--- config.mk ---
export PLATFORM = sky130hd
export DESIGN_NAME = cu_datapath
export DESIGN_NICKNAME = d
export VERILOG_FILES = /design/src/rtl/cu_pkg.sv /design/src/rtl/cu_alu.sv /design/src/rtl/cu_datapath.sv
export SDC_FILE = /design/constraint.sdc
export NUM_CORES = 1
export LEC_CHECK = 0
export CAP_MARGIN = 20
export CORE_ASPECT_RATIO = 1.4
export CORE_MARGIN = 2
export CORE_UTILIZATION = 60
export DETAILED_ROUTE_END_ITERATION = 10
export PLACE_DENSITY = 0.82
export SKIP_CTS_REPAIR_TIMING = 1
export SLEW_MARGIN = 20
export SYNTH_ARGS = -nofsm -noshare
export SYNTH_HDL_FRONTEND = slang
export SYNTH_SLANG_ARGS = --single-unit
--- constraint.sdc ---
create_clock -name clk -period 6 [get_ports clk]
set_input_delay 1.2 -clock clk [delete_from_list [all_inputs] [get_ports clk]]
set_output_delay 1.2 -clock clk [all_outputs]
set_load 0.01 [all_outputs]
--- src/rtl/cu_pkg.sv ---
// Shared encodings for the control unit / datapath interface: write sources,
// ALU opcodes and the fixed operand/result register indices.
package cu_pkg;

   localparam logic [2:0] SRC_READBACK = 3'd0;
   localparam logic [2:0] SRC_DATA_IN  = 3'd1;
   localparam logic [2:0] SRC_CONST    = 3'd2;
   localparam logic [2:0] SRC_ALU      = 3'd3;

   localparam logic [1:0] OP_ADD  = 2'd0;
   localparam logic [1:0] OP_XOR  = 2'd1;
   localparam logic [1:0] OP_SUB  = 2'd2;
   localparam logic [1:0] OP_PASS = 2'd3;

   localparam logic [3:0] OPA_REG = 4'd1;
   localparam logic [3:0] OPB_REG = 4'd2;
   localparam logic [3:0] RES_REG = 4'd0;

endpackage

--- src/rtl/cu_alu.sv ---
// Combinational 2-bit-opcode ALU: ADD/XOR/SUB/PASS with carry-or-borrow and
// zero outputs.
module cu_alu
   import cu_pkg::*;
#(
   parameter int WIDTH = 8
) (
   input  logic [WIDTH-1:0] a,
   input  logic [WIDTH-1:0] b,
   input  logic [1:0]       op,
   output logic [WIDTH-1:0] y,
   output logic             c,
   output logic             zero
);

   logic [WIDTH:0] sum;
   logic [WIDTH:0] diff;

   assign sum  = {1'b0, a} + {1'b0, b};
   // Top bit of the widened difference is set exactly when a < b.
   assign diff = {1'b0, a} - {1'b0, b};

   always_comb begin
      y = a;
      c = 1'b0;
      unique case (op)
         OP_ADD: begin
            y = sum[WIDTH-1:0];
            c = sum[WIDTH];
         end
         OP_XOR: y = a ^ b;
         OP_SUB: begin
            y = diff[WIDTH-1:0];
            c = diff[WIDTH];
         end
         OP_PASS: y = a;
      endcase
   end

   assign zero = (y == '0);

endmodule

--- src/rtl/cu_datapath.sv ---
// Datapath behind the control unit: register file, write-source mux, ALU flags,
// bypassed registered read port and end-of-program capture of R0.
module cu_datapath
   import cu_pkg::*;
#(
   parameter int WIDTH = 8,
   parameter int NREGS = 16
) (
   input  logic             clk,
   input  logic             reset,
   input  logic             we,
   input  logic [1:0]       ins_sel,
   input  logic [2:0]       in_mux_add,
   input  logic [3:0]       reg_add,
   input  logic [3:0]       out_mux_add,
   input  logic [WIDTH-1:0] cu_const,
   input  logic [WIDTH-1:0] data_in,
   input  logic             busy,
   output logic             co,
   output logic             z,
   output logic [WIDTH-1:0] data_out,
   output logic [WIDTH-1:0] result,
   output logic             result_valid
);

   logic [WIDTH-1:0] regs [NREGS];
   logic [WIDTH-1:0] alu_y;
   logic [WIDTH-1:0] wdata;
   logic [WIDTH-1:0] rdata;
   logic             alu_c;
   logic             alu_zero;
   logic             alu_write;
   logic             busy_q;
   logic             busy_fall;

   cu_alu #(
      .WIDTH(WIDTH)
   ) u_alu (
      .a   (regs[OPA_REG]),
      .b   (regs[OPB_REG]),
      .op  (ins_sel),
      .y   (alu_y),
      .c   (alu_c),
      .zero(alu_zero)
   );

   assign rdata = regs[out_mux_add];

   always_comb begin
      wdata = '0;
      case (in_mux_add)
         SRC_READBACK: wdata = rdata;
         SRC_DATA_IN:  wdata = data_in;
         SRC_CONST:    wdata = cu_const;
         SRC_ALU:      wdata = alu_y;
         default:      wdata = '0;
      endcase
   end

   assign alu_write = we && (in_mux_add == SRC_ALU);
   assign busy_fall = busy_q && !busy;

   always_ff @(posedge clk or posedge reset) begin
      if (reset) begin
         for (int i = 0; i < NREGS; i++) regs[i] <= '0;
         co           <= 1'b0;
         z            <= 1'b0;
         data_out     <= '0;
         result       <= '0;
         result_valid <= 1'b0;
         busy_q       <= 1'b0;
      end else begin
         if (we) regs[reg_add] <= wdata;
         if (alu_write) begin
            co <= alu_c;
            z  <= alu_zero;
         end
         data_out     <= (we && reg_add == out_mux_add) ? wdata : rdata;
         busy_q       <= busy;
         result_valid <= busy_fall;
         // The CU's final state may itself write R0; capture that new value.
         if (busy_fall) result <= (we && reg_add == RES_REG) ? wdata : regs[RES_REG];
      end
   end

endmodule

## Word-level counts from Yosys, hierarchy flattened

Cells that the tools add are included.
W data, S select, Z words.

| word-level totals | value |
|---|---|
| register bits | 148 |
| input port bits | 33 |
| output and inout bits | 19 |
| logic and storage cells | 58 |

| cells by class | value |
|---|---|
| add/sub/neg operators | 2 |
| $lt $le $gt $ge | 3 |
| equality and inequality tests | 7 |
| multiplexer cells | 11 |
| bitwise gates (word level) | 3 |
| reductions and logical operators | 10 |

Operator list:

| operator | count |
|---|---|
| $bwmux W128 | 1 |
| $pmux W8 S4 | 2 |
| $mux W8 | 5 |
| $bmux W8 S4 | 1 |
| $demux W8 S4 | 1 |
| $ge A5 B5 Y1 const B | 2 |
| $not A4 Y5 | 2 |
| $add A8 B8 Y9 | 1 |
| $sub A8 B8 Y9 | 1 |
| $logic_not A8 Y1 | 1 |
| $xor A8 B8 Y8 | 1 |
| $eq A3 B2 Y1 const B | 2 |
| $logic_and A1 B1 Y1 | 5 |
| $lt A5 B1 Y1 const B | 1 |
| $eq A2 B2 Y1 const B | 2 |
| $eq A4 B4 Y1 | 1 |
| $logic_not A4 Y1 | 1 |
| $eq A3 B1 Y1 const B | 1 |
| $logic_not A3 Y1 | 1 |
| $eq A2 B1 Y1 const B | 1 |
| $logic_not A2 Y1 | 1 |
| $pmux W1 S2 | 1 |
| $logic_not A1 Y1 | 1 |

## Depth between registers and ports, before layout

| depth | value |
|---|---|
| word-level depth | 6 |
| depth in mapped cells | 12 |

## Modules after synthesis

From an unflattened synthesis, not the netlist that was laid out.

| second synthesis, totals | value |
|---|---|
| cell total of the unflattened synthesis | 724 |
| area, all modules | 8366.8 um^2 |

Modules (own cells, without submodules):

| module | times used | cells each | area each (um^2) |
|---|---|---|---|
| cu_datapath | 1 | 575 | 7325.8 |
| cu_alu | 1 | 149 | 1041.0 |

## Least setup slack after synthesis

OpenSTA, ideal clock, no wires.

| timing path | value |
|---|---|
| path type | input -> register |
| from | in out_mux_add[1] |
| to | reg regs[15] (netlist name) |
| library setup time | 0.137 ns |
| data arrival time | 3.150 ns |
| data required time | 5.863 ns |
| slack | 2.713 ns |
| stages on the path | 12 |
| cells stage by stage | buf_6 -> buf_6 -> buf_4 -> buf_2 -> mux4_2 -> mux2i_1 -> nand2_1 -> o21ai_1 -> nor2_1 -> nor3_2 -> buf_2 -> a21oi_1 |

| between the ends | value |
|---|---|
| cells in the longest elaborated chain, start to end | 6 |

RTL lines:

| item | line | source |
|---|---|---|
| from (decl) | cu_datapath.sv:15 | `input logic [3:0] out_mux_add,` |
| $not A4 Y5 (not written as such) | cu_datapath.sv:47 | `assign rdata = regs[out_mux_add];` |
| $bmux W8 S4 | cu_datapath.sv:47 |  |
| $mux W8 (not written as such) (2 in a row) | cu_datapath.sv:47 |  |
| $pmux W8 S4 | cu_datapath.sv:51 | `case (in_mux_add)` |
| $bwmux W128 | cu_datapath.sv:73 | `if (we) regs[reg_add] <= wdata;` |
| to (signal, indexed assignment) | cu_datapath.sv:73 |  |
| to (decl) | cu_datapath.sv:26 | `logic [WIDTH-1:0] regs [NREGS];` |

No other way between the ends. The select of a mux whose other input is x is not followed.
A chain may end at the register's enable or synchronous reset.

## Worst setup path after layout

| timing path | value |
|---|---|
| from | in out_mux_add[0] |
| to | reg result[4] |

| between the ends | value |
|---|---|
| cells in the longest elaborated chain, start to end | 6 |

RTL lines:

| item | line | source |
|---|---|---|
| $not A4 Y5 (not written as such) | cu_datapath.sv:47 |  |
| $bmux W8 S4 | cu_datapath.sv:47 |  |
| $mux W8 (not written as such) (2 in a row) | cu_datapath.sv:47 |  |
| $pmux W8 S4 | cu_datapath.sv:51 |  |
| $mux W8 | cu_datapath.sv:82 | `if (busy_fall) result <= (we && reg_add == RES_REG) ? wdata : regs[RES_REG];` |
| to (signal assigned) | cu_datapath.sv:82 |  |
| to (decl) | cu_datapath.sv:22 | `output logic [WIDTH-1:0] result,` |

No other way between the ends. The select of a mux whose other input is x is not followed.

==> results.ini <==
[cts]
clock-root-buffer=clkbuf_16
clk_latency_ns=0.42
clkTransAtPathRegs_ns=0.06
ctsLongestPathBuffers=2
numCtsBuffers=17
cts_max_level=4
cts.sinks=148
cts_tree=built

[yosys]
syn_inst=751
yosys_warnings=0
ys_types=60
ys_ff_latch=148
postSynth.asyncResetShare_pct=100
synth_top_area_share_pct=46.6
ys_seq_area_share_pct=46.6
synth_area_leaders=dfrtp_1 47%, mux2_2 7.4%, mux4_2 7.1%
synth_commonest_cells=148 x dfrtp_1, 97 x nor2_1, 76 x a21oi_1
synth_ff_type=dfrtp_1
yosysTopAreaCell=dfrtp_1
synth_area_um2=7950
synth_area_per_cell_um2=10.6
synth_most_common_cell=dfrtp_1
synth_edf_count=0
synth_nets=803

[detailed_routing]
drt-initial-drc-count=572
wl_um=21100
drc_errors=0
first_pass_iters=9
detail-route-antenna-nets=0
viasPerCell=6.60
dr_total_vias=6176
wire_per_inst_um=22.5

[critical_path]
cp-start-kind=primary input
reg2reg_slack_ns=2.14
crit_type=primary input to register
reg2reg_to=regs[30]
required_ns=6.30
crit_fanout=29
crit_path_end_kind=register
critPathArrivalTime_ns=4.28
r2r_start=regs[104]
ff2ff_path_depth=10
crit_end=result[4]
worst_setup_path_startpoint=out_mux_add[0]

[sta]
fin_crit_sh_pct=66.2
finClkSkew_ns=0.0108
period_needed_ns=3.97
slew_headroom_pct=21.3
rsz0062_at_grt=false
hold_slack_ns=0.483
setup_viol=0
setup_tns_ns=0
hold_viol=0
drv_slew=0
max_slew.worst_pin.slew_ns=1.18
max_freq_mhz=252

[layout]
syn_to_final_growth_pct=13.4
n_antenna_cell=0
drive_gt1_share_pct=16.9
fillCellCount=901
finalNetCount=826

[worst_hold_path]
hold_class=register to register

[global_routing]
grt_antenna_before_repair=0
grt_pass1_vias=6365
grt_max_degree=112
grt_remaining_overflow=0
grtUsageTotal_pct=31.4
grt_pass1_wl_um=33600

[place]
gp_routability_congestion=0.988
io_buffers=51
dpl.hpwl_um=14100

[die]
start_util_pct=61.7
die_w_um=101
core.rowCount=49
die_h_um=140
die_area_um2=14200
io_pins=52
core_area_um2=12900

[flow_run]
drv_cap=0

[power_and_ir_drop]
power.density_nw_per_um2=351
vdd_drop_max_uv=224
static-leakage-power_nw=3.96

[outcome]
status=complete, no violations

## routing by layer
| layer | wire (um) | share of wire (%) | global-route usage, % | vias up |
|---|---|---|---|---|
| met5 | 0 | 0 | 0 | - |
| met1 | 7830 | 37 | 37.5 | 3041 |
| met4 | 1030 | 4.9 | 17.2 | 0 |
| met2 | 11000 | 52 | 52.9 | 318 |
| li1 | - | - | - | 2732 |
| met3 | 1220 | 5.8 | 5.89 | 85 |
## cell usage in the layout, fill, tap and decap left out, types with 6 or more instances in the layout
cell             instances
dfrtp_1                148
o21ai_0                 48
nor2b_1                  9
ha_1                    17
nor2_2                   6
mux2_2                  52
nand2_1                 67
inv_1                   21
a22oi_1                  8
clkbuf_16               17
mux2i_1                  8
buf_4                    7
nor3_1                   8
mux4_1                   9
a211oi_1                 8
nand2b_1                 9
nand3_1                  7
nor2_1                  91
mux4_2                  25
a21oi_1                 76
clkdlybuf4s50_1         50
## worst min-delay path by stage
stage                  start        to  depth (start not counted)
finish              regs[90]  regs[90]                          2
detailed placement  regs[59]  regs[59]                          2
global route        regs[57]  regs[57]                          1
global placement    regs[31]  regs[31]                          2
floorplan           regs[27]  regs[27]                          2
CTS                 regs[90]  regs[90]                          2
## power by group
| group | internal (W) | leakage [nW] | switching, W |
|---|---|---|---|
| clock network | 0.000632 | 0.277 | 0.000378 |
| registers | 0.00120 | 1.88 | 0.000140 |
| logic | 0.000386 | 1.80 | 0.000426 |
## stage by stage
step / cells / worst slack, ns / cell area [um2] / total power (W) / util [%]
final: 936 / 2.03 / 9010 / 0.00317 / 70.0
after global routing: 936 / 1.93 / 9010 / 0.00331 / 70.0
after CTS: 935 / 2.09 / 8990 / 0.00316 / 69.8
after detailed placement: 907 / 1.68 / 8430 / 0.00214 / 65.5
after global placement: 907 / 1.81 / 8430 / 0.00209 / 65.5
after floorplan: 751 / 0.820 / 7950 / 0.00188 / -
## cells by family after synthesis
logic type / after synthesis / share of synthesized area, %
AND/OR/NAND/NOR: 227 / 12.8
AO/OA/AOI/OAI: 178 / 13.4
multiplexers: 97 / 19.0
flip-flops: 148 / 46.6
adder cells (fa/ha/maj): 19 / 3.18
buffers and inverters: 76 / 4.36
XOR/XNOR: 6 / 0.661
## sequential cells by signal, summed over array words and instances (netlist names)
signal / flops
regs: 128
data_out: 8
result: 8
busy_q: 1
co: 1
result_valid: 1
z: 1
## final cells by class
cell class / instances / area [um2] / share of cell area [%]
Clock buffer: 22 / 474 / 5.26
Clock inverter: 6 / 80.1 / 0.889
Inverter: 22 / 87.6 / 0.972
Multi-Input combinational cell: 527 / 3920 / 43.5
Sequential cell: 148 / 3700 / 41.1
Tap cell: 153 / 191 / 2.12
Timing Repair Buffer: 58 / 558 / 6.19
## worst max-delay path, cell delays in order
cell,delay (ns)
clkdlybuf4s50_1,0.46
buf_4,0.42
mux4_1,0.60
mux2_2,0.29
nand3_1,0.11
a31o_2,0.15
o21ai_1,0.33
mux2_2,0.43
mux2_2,0.27
(Power assumes the default switching activity.)
